[config.mk]
export PLATFORM = sky130hd
export DESIGN_NAME = uart_rx_event_ctrl
export DESIGN_NICKNAME = d
export VERILOG_FILES = /design/src/rtl/uart_rx_event_ctrl.sv
export SDC_FILE = /design/constraint.sdc
export NUM_CORES = 1
export LEC_CHECK = 0
export CORE_MARGIN = 3
export CORE_UTILIZATION = 40
export CTS_BUF_LIST = sky130_fd_sc_hd__clkbuf_4
export DETAILED_ROUTE_END_ITERATION = 10
export GPL_TIMING_DRIVEN = 1
export PLACE_DENSITY = 0.71
export SLEW_MARGIN = 20
export SYNTH_ARGS = -nofsm -noshare
export SYNTH_HDL_FRONTEND = slang
export SYNTH_SLANG_ARGS = --single-unit
export TNS_END_PERCENT = 100
[constraint.sdc]
create_clock -name clk -period 3.1 [get_ports clk]
set_input_delay 0.465 -clock clk [delete_from_list [all_inputs] [get_ports clk]]
set_output_delay 0.465 -clock clk [all_outputs]
set_load 0.05 [all_outputs]
[src/rtl/uart_rx_event_ctrl.sv]
// RX event controller: four-phase ack handshake for receiver parity/stop errors and RX interrupt status.
// Optional macro UART_RX_ERR_CNT_EN adds saturating parity/stop error counters (tied to 0 otherwise).
module uart_rx_event_ctrl #(
  parameter int CNT_W = 5,
  parameter int TO_W  = 8
) (
  input  logic             clk,
  input  logic             rst_,
  input  logic             p_error,
  input  logic             st_error,
  input  logic [CNT_W-1:0] rx_fifo_cnt,
  input  logic             rx_fifo_rempty,
  input  logic             rx_fifo_rinc,
  input  logic             char_tick,
  input  logic [CNT_W-1:0] rx_thresh,
  input  logic [TO_W-1:0]  to_limit,
  input  logic [2:0]       irq_en,
  input  logic [2:0]       irq_clr,
  output logic             p_error_ack,
  output logic             st_error_ack,
  output logic [2:0]       irq_status,
  output logic             rx_irq,
  output logic [7:0]       p_err_cnt,
  output logic [7:0]       st_err_cnt
);

  typedef enum logic [1:0] {E_IDLE, E_ACK, E_GAP} err_state_e;

  err_state_e       state_q;
  logic             p_meta_q, p_s_q, st_meta_q, st_s_q;
  logic             p_lat_q, st_lat_q, gap_q, p_ack_q, st_ack_q;
  logic             err_start;

  logic [CNT_W-1:0] prev_cnt_q;
  logic [TO_W-1:0]  to_cnt_q, to_cnt_d;
  logic             to_clr, to_inc, to_set;
  logic [2:0]       irq_status_q, irq_status_d;
  logic             rx_irq_q, rx_irq_d;

  // The error flags come from the clk26m domain, so each gets a two-flop synchronizer.
  always_ff @(posedge clk or negedge rst_) begin
    if (!rst_) begin
      p_meta_q  <= 1'b0;
      p_s_q     <= 1'b0;
      st_meta_q <= 1'b0;
      st_s_q    <= 1'b0;
    end else begin
      // NOTE: nonblocking assignments make every flop sample pre-edge values, which is what forms the chain.
      p_meta_q  <= p_error;
      p_s_q     <= p_meta_q;
      st_meta_q <= st_error;
      st_s_q    <= st_meta_q;
    end
  end

  assign err_start = (state_q == E_IDLE) && (p_s_q || st_s_q);

  always_ff @(posedge clk or negedge rst_) begin
    if (!rst_) begin
      state_q  <= E_IDLE;
      p_lat_q  <= 1'b0;
      st_lat_q <= 1'b0;
      gap_q    <= 1'b0;
      p_ack_q  <= 1'b0;
      st_ack_q <= 1'b0;
    end else begin
      case (state_q)
        E_IDLE: if (err_start) begin
          p_lat_q  <= p_s_q;
          st_lat_q <= st_s_q;
          p_ack_q  <= p_s_q;
          st_ack_q <= st_s_q;
          state_q  <= E_ACK;
        end
        // Release only once every flag we acknowledged has been withdrawn by the receiver.
        E_ACK: if (!(p_lat_q && p_s_q) && !(st_lat_q && st_s_q)) begin
          p_ack_q  <= 1'b0;
          st_ack_q <= 1'b0;
          gap_q    <= 1'b0;
          state_q  <= E_GAP;
        end
        E_GAP: begin
          gap_q <= 1'b1;
          if (gap_q) state_q <= E_IDLE;
        end
        default: state_q <= E_IDLE;
      endcase
    end
  end

  always_comb begin
    // NOTE: every combinational output gets a value on every path, so no latch is inferred.
    to_cnt_d = to_cnt_q;
    to_clr   = rx_fifo_rempty || rx_fifo_rinc || (rx_fifo_cnt != prev_cnt_q);
    to_inc   = !to_clr && char_tick && (to_cnt_q != '1);
    if (to_clr) begin
      to_cnt_d = '0;
    end else if (to_inc) begin
      to_cnt_d = to_cnt_q + TO_W'(1);
    end
    // Timeout fires on the tick that brings the counter onto the limit, so a later rinc can clear it.
    to_set = to_inc && (to_limit != '0) && (to_cnt_d == to_limit) && !rx_fifo_rempty;

    irq_status_d[0] = (rx_thresh != '0) && (rx_fifo_cnt >= rx_thresh);
    irq_status_d[1] = to_set || (irq_status_q[1] && !(irq_clr[1] || rx_fifo_rinc));
    irq_status_d[2] = err_start || (irq_status_q[2] && !irq_clr[2]);
    rx_irq_d        = |(irq_status_q & irq_en);
  end

  always_ff @(posedge clk or negedge rst_) begin
    if (!rst_) begin
      prev_cnt_q   <= '0;
      to_cnt_q     <= '0;
      irq_status_q <= '0;
      rx_irq_q     <= 1'b0;
    end else begin
      prev_cnt_q   <= rx_fifo_cnt;
      to_cnt_q     <= to_cnt_d;
      irq_status_q <= irq_status_d;
      rx_irq_q     <= rx_irq_d;
    end
  end

  assign p_error_ack  = p_ack_q;
  assign st_error_ack = st_ack_q;
  assign irq_status   = irq_status_q;
  assign rx_irq       = rx_irq_q;

`ifdef UART_RX_ERR_CNT_EN
  logic [7:0] p_err_cnt_q, p_err_cnt_d, st_err_cnt_q, st_err_cnt_d;

  always_comb begin
    p_err_cnt_d  = irq_clr[2] ? 8'd0 : p_err_cnt_q;
    st_err_cnt_d = irq_clr[2] ? 8'd0 : st_err_cnt_q;
    // A new error lands on top of a same-cycle clear, so clear plus error leaves a count of 1.
    if (err_start && p_s_q && (p_err_cnt_d != 8'hFF))   p_err_cnt_d  = p_err_cnt_d + 8'd1;
    if (err_start && st_s_q && (st_err_cnt_d != 8'hFF)) st_err_cnt_d = st_err_cnt_d + 8'd1;
  end

  always_ff @(posedge clk or negedge rst_) begin
    if (!rst_) begin
      p_err_cnt_q  <= 8'd0;
      st_err_cnt_q <= 8'd0;
    end else begin
      p_err_cnt_q  <= p_err_cnt_d;
      st_err_cnt_q <= st_err_cnt_d;
    end
  end

  assign p_err_cnt  = p_err_cnt_q;
  assign st_err_cnt = st_err_cnt_q;
`else
  assign p_err_cnt  = 8'd0;
  assign st_err_cnt = 8'd0;
`endif

endmodule

==> results.tsv <==
metric	value	unit
outcome	complete, no violations	
dieArea	0.00475	mm^2
layout_setup_ws	703	ps
clock_path_buffers	2	
r2r_cells	8	
num_antenna_cells	0	
grt_setup_unrepaired	false	
utilization	53.0	%
critPathCaptureType	flip-flop	
vias_per_cell	4.95	
vdd_drop_max	0.000355	V
final.min_clock_period	2400	ps
cts_resized	0	
worst-path-max-fanout	10	
leakage	0.000851	uW
finalSetupViolCount	0	
yosysWarningCount	0	
dp_hpwl	2460	um
fmax	0.417	GHz
hold_buffers	0	
relSlewSlack	63.0	%
power_density	546	mW/mm^2
ant_nets	0	
synth_cell_type_count	33	
synth-seq-cells	28	
tightest_slew	549	ps
synth_top_area_share	44.2	%
ios	53	
fill_cells	350	
place_ws	345	ps
async_reset_ff_share	100	%
min_path_cells	0	
dpl-instance-area	0.00193	mm^2
vias	1283	
clock_tree.root_cell	clkbuf_4	
clockPowerShare	21.8	%
cts.reportedPaths.clkPinSlew	150	ps
swShare	36.1	%
cts_buffers	3	
grt_pass1_wl	5310	um
net-switching-power	391	uW
critPathLaunchType	primary input	
wl_per_cell	12.1	um
hold_viol_final	0	
rows	22	
crit_required	3360	ps
ys.flop_type	dfrtp_1	
tns	0	ps
grt_pass1_vias	1198	
rr_endpoint	irq_status[1]	
worstHoldPathType	flip-flop to flip-flop	
drtPass1Iterations	4	
die_w	69.0	um
portBuffers	35	
ys_seq_area_share	44.2	%
htree_levels	1	
area_delta_synth_final	25.3	%
yosysTopAreaCell	dfrtp_1	
track_usage	14.9	%
synth_edf_count	0	
core_area	0.00374	mm^2
critPathKind	primary input to flip-flop	
grt_max_degree	29	
globalplace.congestion	0.887	
internal_power	693	uW
initial_core_util	42.3	%
drive_above_1_share	3.32	%
r2r_slack	820	ps
slew_violations	0	
drcViolationCount	0	
syn_area_per_cell	9.11	um^2
holdPathEnd	p_s_q	
antenna_found_initial	0	
combPwrFrac	34.6	%
hold_start	p_meta_q	
worstPathArrival	2660	ps
finClkSkew	2.12	ps
nets	249	
seqPwrFrac	43.6	%
fin_crit_sh	77.3	%
design_area	0.00199	mm^2
synth_common_cells	dfrtp_1, o21ai_0, buf_4	
drv_cap	0	
whs	368	ps
syn_area	0.00159	mm^2
wirelength	3130	um
dr.first_iter.drc_count	103	
clock_sinks	28	
cts_tree	built	
fp.dieH	69.0	um
synthCells	174	
r2r_start	to_cnt_q[0]	
gr-total-overflow	0	
clk_latency	320	ps
ys_top_cells_by_area	dfrtp_1, buf_4, o21ai_0	
postCtsSetupRepairBufs	0	
synth.most_common_cell	dfrtp_1	
cell type report:
cell class | count | area, um^2 | share of cell area [%]
Multi-Input combinational cell | 130 | 762 | 38.4
Clock inverter | 1 | 30.0 | 1.51
Clock buffer | 3 | 22.5 | 1.13
Timing Repair Buffer | 37 | 365 | 18.4
Inverter | 12 | 45.0 | 2.27
Sequential cell | 28 | 701 | 35.3
Tap cell | 48 | 60.1 | 3.02
registers in the layout (all words and copies together) (netlist names), 2 cells and up:
name	cells
irq_status	3
to_cnt_q	8
prev_cnt_q	5
state_q	2
through the flow:
step                instances  power (uW)
global route              259        1160
floorplan                 189         732
detailed placement        255         856
global placement          255         847
CTS                       259        1090
finish                    259        1080
cells by family after synthesis:
group / after synthesis / synth area share [%]
adder cells (fa/ha/maj): 6 / 4.74
flip-flops: 28 / 44.2
other: 1 / 0.237
multiplexers: 3 / 1.89
XOR/XNOR: 13 / 7.18
AND/OR/NAND/NOR: 57 / 18.2
buffers and inverters: 31 / 11.3
AO/OA/AOI/OAI: 35 / 12.3
power by group through the flow:
stage                     Sequential (uW)  Combinational, uW  Clock [uW]
after global placement                479                368           0
after CTS                             473                377         241
final                                 472                374         236
after detailed placement              479                377           0
after global routing                  485                414         263
after floorplan                       559                173           0
cells in the final DEF, fill, tap and decap left out, types with 5 or more instances in the layout:
cell type / synthesis / layout
a21oi_1: 10 / 10
clkdlybuf4s50_1: 0 / 35
conb_1: 1 / 16
dfrtp_1: 28 / 28
ha_1: 6 / 6
inv_1: 12 / 12
nand2_1: 14 / 14
nand3_1: 8 / 8
nor2_1: 13 / 13
nor3_1: 5 / 5
o21ai_0: 17 / 17
xnor2_1: 9 / 9
metal layers:
metal	vias to the layer above	share of wire [%]	track usage [%]
met5	-	0	0
met4	0	1.1	5.11
met3	2	6.1	3.40
met2	48	47	22.7
met1	586	46	20.8
li1	647	-	-
worst max path at each step:
stage,from,endpoint,depth (start not counted)
floorplan,to_cnt_q[0],irq_status[1],9
global placement,rx_fifo_cnt[4],irq_status[1],8
detailed placement,rx_fifo_cnt[4],irq_status[1],8
CTS,rx_fifo_cnt[4],irq_status[1],8
global route,rx_fifo_cnt[4],irq_status[1],9
finish,rx_fifo_cnt[4],irq_status[1],9
worst max-delay path: stages:
cell and delay, ps:
clkdlybuf4s50_1 520, xnor2_1 140, nand4_1 100, or4_1 490, buf_4 200, nor3_1 320
xnor2_1 160, nand4_1 120, o21ai_1 150
Power figures use the tool's default switching activity.
